**config.mk**
```make
export PLATFORM = sky130hd
export DESIGN_NAME = piso_bit_serializer
export DESIGN_NICKNAME = d
export VERILOG_FILES = /design/src/rtl/piso_bit_serializer_pkg.sv /design/src/rtl/piso_bit_serializer.sv
export SDC_FILE = /design/constraint.sdc
export NUM_CORES = 1
export LEC_CHECK = 0
export CAP_MARGIN = 20
export CELL_PAD_IN_SITES_DETAIL_PLACEMENT = 1
export CELL_PAD_IN_SITES_GLOBAL_PLACEMENT = 1
export CORE_MARGIN = 2
export CORE_UTILIZATION = 35
export CTS_CLUSTER_SIZE = 20
export DETAILED_ROUTE_END_ITERATION = 6
export PLACE_DENSITY = 0.77
export SLEW_MARGIN = 20
export SYNTH_ARGS = -nofsm -noshare
export SYNTH_HDL_FRONTEND = slang
export SYNTH_SLANG_ARGS = --single-unit
export TNS_END_PERCENT = 100
```
**constraint.sdc**
```tcl
create_clock -name clk -period 2.2 [get_ports clk]
set_clock_uncertainty 0.15 [all_clocks]
set_input_delay 0.44 -clock clk [delete_from_list [all_inputs] [get_ports clk]]
set_output_delay 0.44 -clock clk [all_outputs]
set_load 0.01 [all_outputs]
```
**src/rtl/piso_bit_serializer_pkg.sv**
```systemverilog
// Shared definitions for the parallel-in/serial-out bit serializer:
// state encodings, default word length and a constant log2 helper.
package piso_bit_serializer_pkg;

  // Gray-coded: IDLE and SHIFT differ in a single bit; 2'b1x are illegal.
  typedef enum logic [1:0] {
    ST_IDLE  = 2'b00,
    ST_SHIFT = 2'b01
  } state_t;

  localparam int DEFAULT_WIDTH = 8;

  // Number of bits needed to count 0..value-1 (at least 1).
  function automatic int clog2_int(input int value);
    int r;
    r = 1;
    for (int i = 1; i < 31; i++) begin
      if ((32'd1 << i) < value) begin
        r = i + 1;
      end
    end
    return r;
  endfunction

endpackage

```
**src/rtl/piso_bit_serializer.sv**
```systemverilog
// Parallel-in/serial-out stage: takes a WIDTH-bit word over valid/ready and
// shifts it out MSB-first, one bit per enabled clock, feeding the 1010 detector.
module piso_bit_serializer
  import piso_bit_serializer_pkg::*;
#(
  parameter int WIDTH = DEFAULT_WIDTH
) (
  input  logic             clk,
  input  logic             reset,
  input  logic [WIDTH-1:0] data_in,
  input  logic             load_valid,
  output logic             load_ready,
  input  logic             shift_en,
  output logic             d_out,
  output logic             d_out_valid,
  output logic             frame_done,
  output logic             busy
);

  localparam int CNT_W = clog2_int(WIDTH);
  localparam logic [CNT_W-1:0] CNT_LAST = CNT_W'(WIDTH - 1);

  // Handshake: a word transfers on a rising edge where load_valid && load_ready.
  // load_valid may rise at any time; the source must hold data_in stable until
  // it sees load_ready, and a word offered while load_ready=0 is not captured.

  state_t           state_q, state_d;
  logic [WIDTH-1:0] sh_q, sh_d;
  logic [CNT_W-1:0] cnt_q, cnt_d;
  logic             last_bit;
  logic             accept;

  assign last_bit = (state_q == ST_SHIFT) && (cnt_q == '0);

  always_comb begin
    load_ready = 1'b0;
    if (state_q == ST_IDLE) begin
      load_ready = 1'b1;
    end else if (last_bit && shift_en) begin
      // The final bit leaves this edge, so a new word can land with no gap.
      load_ready = 1'b1;
    end
  end

  assign accept = load_valid && load_ready;

  always_comb begin
    state_d = state_q;
    sh_d    = sh_q;
    cnt_d   = cnt_q;
    case (state_q)
      ST_IDLE: begin
        if (accept) begin
          state_d = ST_SHIFT;
          sh_d    = data_in;
          cnt_d   = CNT_LAST;
        end
      end
      ST_SHIFT: begin
        if (shift_en) begin
          if (cnt_q != '0) begin
            sh_d  = {sh_q[WIDTH-2:0], 1'b0};
            cnt_d = cnt_q - 1'b1;
          end else if (accept) begin
            sh_d  = data_in;
            cnt_d = CNT_LAST;
          end else begin
            state_d = ST_IDLE;
            sh_d    = '0;
            cnt_d   = '0;
          end
        end
      end
      default: begin
        state_d = ST_IDLE;
        sh_d    = '0;
        cnt_d   = '0;
      end
    endcase
  end

  always_ff @(posedge clk or posedge reset) begin
    if (reset) begin
      state_q <= ST_IDLE;
      sh_q    <= '0;
      cnt_q   <= '0;
    end else begin
      state_q <= state_d;
      sh_q    <= sh_d;
      cnt_q   <= cnt_d;
    end
  end

  assign d_out       = sh_q[WIDTH-1];
  assign busy        = (state_q == ST_SHIFT);
  assign d_out_valid = busy;
  assign frame_done  = last_bit;

endmodule
```
Word-level counts from Yosys, hierarchy flattened --
Cells that the tools add are included.
Word-level totals: bits in registers 13, input bits 12
Cells by class: multiplexer cells 17, add/sub/neg operators 1, equal/unequal tests 5, reduce and logical (&&, ||, !) cells 8
Operators by type and width (count):
- 2-to-1 mux 8 bit | 4
- case mux 8 bit (2 select lines) | 1
- 2-to-1 mux 3 bit | 4
- 2-to-1 mux 2 bit | 4
- inequality test 2 bit, second input constant | 4
- case mux 3 bit (2 select lines) | 1
- case mux 2 bit (2 select lines) | 1
- AND reduction 4 bit | 1
- logical AND 1 bit | 3
- zero test 3 bit | 1
- nonzero test 3 bit | 1
- subtractor 3 x 1 -> 3 bit, second input constant | 1
- equality test 2 x 1 -> 1 bit, second input constant | 1
- zero test 2 bit | 1
- 2-to-1 mux 1 bit | 2
- AND reduction 2 bit | 1

Longest topological paths before layout --
word-level depth 10, depth in mapped cells 6

Least setup slack after synthesis --
OpenSTA, ideal clock, no wires.
kind reg-to-output, from register cnt_q[0], to output load_ready, cell stages (with the launch flop) 6, arrival time 1075 ps, path slack 535 ps, data required time 1610 ps, path through dfrtp_1 inv_1 ha_1 nor2b_2 a21oi_4 inv_2
Between the ends: cells in the longest elaborated chain, start to end 5
Ends and longest elaborated chain:
- start, declared | line piso_bit_serializer.sv:29 | logic [CNT_W-1:0] cnt_q, cnt_d;
- start signal, assigned | line piso_bit_serializer.sv:90 | cnt_q <= cnt_d;
- zero test 3 bit | line piso_bit_serializer.sv:33 | assign last_bit = (state_q == ST_SHIFT) && (cnt_q == '0);
- logical AND 1 bit | line piso_bit_serializer.sv:33
- logical AND 1 bit | line piso_bit_serializer.sv:39 | end else if (last_bit && shift_en) begin
- 2-to-1 mux 1 bit | line piso_bit_serializer.sv:39
- 2-to-1 mux 1 bit | line piso_bit_serializer.sv:37 | if (state_q == ST_IDLE) begin
- end, declared | line piso_bit_serializer.sv:12 | output logic load_ready,
No other way between the ends.

Worst setup path after layout --
Ends and elaborated chain as after synthesis.

==> flow_metrics.py <==
metrics = {
    "layout": {
        "final_cell_count_no_fill": 120,
        "antenna_cells": 0,
        "final_util_pct": 53.19,
        "syn_to_final_growth_pct": 39.85,
        "multi_input_area_um2": 327.8,
        "ff_latch_area_um2": 300.3,
        "fillers": 205,
        "drive_gt1_share_pct": 23.16,
        "final_nets": 110,
        "final_area_um2": 948.4,
        "layout_common_cells": "nand2_1, clkdlybuf4s50_1, dfrtp_1",
        "final_common_cell": "nand2_1",
    },
    "route": {
        "post_drt_wl_per_cell_um": 15.53,
        "drtIter0Drc": 9,
        "vias": 632,
        "dr.pass1.iters": 3,
        "via_per_inst": 5.267,
        "wirelength_um": 1863,
        "drcViolationCount": 0,
        "ant_nets": 0,
    },
    "sta": {
        "setup_viol": 0,
        "hold_ws_ns": 0.3298,
        "tns_ns": 0,
        "worstMarginPinSlew_ns": 0.4835,
        "layout_min_cycle_time_ns": 2.097,
        "report.final.slew_viol_count": 0,
        "hold_violations": 0,
        "rsz0062_at_grt": "false",
        "finalCritPeriodShare_pct": 95.30,
        "fin_ws_ns": 0.1034,
        "fmax_mhz": 477.0,
        "max_slew_margin_pct": 67.73,
    },
    "cts": {
        "postCtsSetupBuffers": 0,
        "clock_latency_ns": 0.27,
        "cts.path.max_buffers": 2,
        "numCtsBuffers": 3,
        "h-tree-depth": 1,
        "clock_sinks": 12,
        "root_buffer": "clkbuf_4",
        "cts_tree": "built",
        "clk_pin_slew_worst_paths_ns": 0.08,
    },
    "placed_design": {
        "place_area_um2": 905.9,
        "place_inst": 116,
        "pre_cts_slack_ns": -0.03097,
        "hpwlAfterDp_um": 1354,
        "io_buffers": 16,
        "gp_congestion": 0.8527,
    },
    "power": {
        "p_int_uw": 604.4,
        "power.switching_uw": 304.5,
        "peakVddDrop_v": 0.0003976,
        "clkPwrFrac_pct": 19.3,
        "combPwrFrac_pct": 42.7,
        "total_power_uw": 908.9,
        "p_leak_nw": 0.4244,
        "p_per_area_mw_per_mm2": 958.3,
        "seqPwrFrac_pct": 38.1,
        "p_sw_share_pct": 33.50,
    },
    "global_route": {
        "grt_start_max_net_pins": 16,
        "antenna_found_initial": 0,
        "use_met1_pct": 22.53,
        "grt_pass1_wl_um": 3042,
        "grt_pass1_vias": 661,
        "groute.usage.overall_pct": 19.69,
        "use_met3_pct": 4.528,
        "overflow": 0,
        "globalRoute.busiestLayer": "met2",
        "use_met2_pct": 35.73,
    },
    "die": {
        "die_w_um": 48.02,
        "start_util_pct": 38.04,
        "core_area_mm2": 0.001783,
        "die-area_mm2": 0.002305,
        "rows": 15,
        "ioPinCount": 17,
        "die_h_um": 48.02,
    },
    "flow_run": {
        "cap_viol_max_count": 0,
    },
    "setup_path": {
        "cp-end-kind": "output port",
        "reg2reg_to": "sh_q[0]$_DFFE_PP0P_",
        "crit_arrival_ns": 1.51,
        "crit_chain": "inv_1 > ha_2 > nor2b_4 > a21oi_4 > inv_2 > clkdlybuf4s15_1",
        "rrSetupSlack_ns": 0.59,
        "cp-start-kind": "flip-flop",
        "critPathSlowestCell": "dfrtp_1",
        "critical_path_class": "flip-flop to output port",
        "max_stage_delay_ns": 0.39,
        "regToRegStartpoint": "cnt_q[0]$_DFFE_PP0P_",
        "worst_ep_required_time_ns": 1.61,
        "crit_path_max_fanout": 4,
        "worstRegToRegCells": 7,
    },
    "yosys": {
        "seq_area_frac_synth_pct": 44.28,
        "ys.flop_type": "dfrtp_1",
        "yosys_warnings": 0,
        "synth.distinct_cells": 25,
        "synth_area_per_cell_um2": 9.551,
        "synth_edf_count": 0,
        "syn_nets": 85,
        "async_reset_ff_share_pct": 100.0,
        "ys_seq_elements": 12,
        "synth_cells": 71,
        "syn_area_um2": 678.2,
    },
    "run_status": {
        "status": "finished clean",
    },
    "worst_hold_path": {
        "worstHoldPathType": "primary input to asynchronous set/reset pin",
    },
}
## cell type report
cell class                 instances  share of cell area [%]
inverter                           7                   2.770
multi-input combinational         47                   34.56
timing repair buffer              25                   23.88
tap                               25                   3.298
clock buffer                       4                   3.826
sequential                        12                   31.66
## Yosys cell counts (all sizes together), types with 2 or more instances
master / instances / area [um2]
nand2: 15 / 56.30
dfrtp: 12 / 300.3
inv: 7 / 26.27
nand4: 7 / 43.79
o211ai: 7 / 52.55
buf: 4 / 27.52
ha: 2 / 25.02
mux2i: 2 / 23.77
nand2b: 2 / 12.51
## routing by layer
layer	up-vias	share of wire, %
met4	0	0.64
met1	319	44
met3	2	2.2
met5	-	0
met2	10	53
li1	301	-
## sequential cells by signal, indices dropped and copies added (netlist names)
| register | count |
|---|---|
| sh_q | 8 |
| cnt_q | 3 |
| state_q | 1 |
## power groups by stage
| stage | clock [mW] | sequential [mW] | combinational [mW] |
|---|---|---|---|
| 4_1_cts | 0.183 | 0.345 | 0.389 |
| 3_3_place_gp | 0 | 0.343 | 0.360 |
| 2_1_floorplan | 0 | 0.344 | 0.218 |
| 3_5_place_dp | 0 | 0.347 | 0.383 |
| 5_1_grt | 0.195 | 0.357 | 0.425 |
| 6_report | 0.175 | 0.346 | 0.388 |
## worst max path at each step
stage	start	to	cells after the start
after floorplan	cnt_q[0]$_DFFE_PP0P_	load_ready	5
after global placement	shift_en	load_ready	4
after detailed placement	shift_en	load_ready	4
after CTS	cnt_q[0]$_DFFE_PP0P_	load_ready	6
after global routing	cnt_q[0]$_DFFE_PP0P_	load_ready	6
final	cnt_q[0]$_DFFE_PP0P_	load_ready	6
## logic make-up after synthesis
family	count (synthesis)	synth area share, %
AND/OR/NAND/NOR	27	19.74
multiplexers	2	3.505
flip-flops	12	44.28
buffers and inverters	12	8.485
AO/OA/AOI/OAI	16	20.30
adder cells (fa/ha/maj)	2	3.689
## critical path: cells and delay by family, from the launching register on
family                     cells  cell delay [ns]
buffers and inverters          3             0.37
AOI/OAI and AO/OA              1             0.07
DFF                            1             0.39
and+or+nand+nor                1             0.19
adders and majority gates      1             0.22
## repair_timing
| action | CTS | global route |
|---|---|---|
| resized for setup | 4 | 1 |
| endpoints found under the setup margin | 2 | 1 |
| hold buffers | 0 | 0 |
Power figures use the tool's default switching activity.
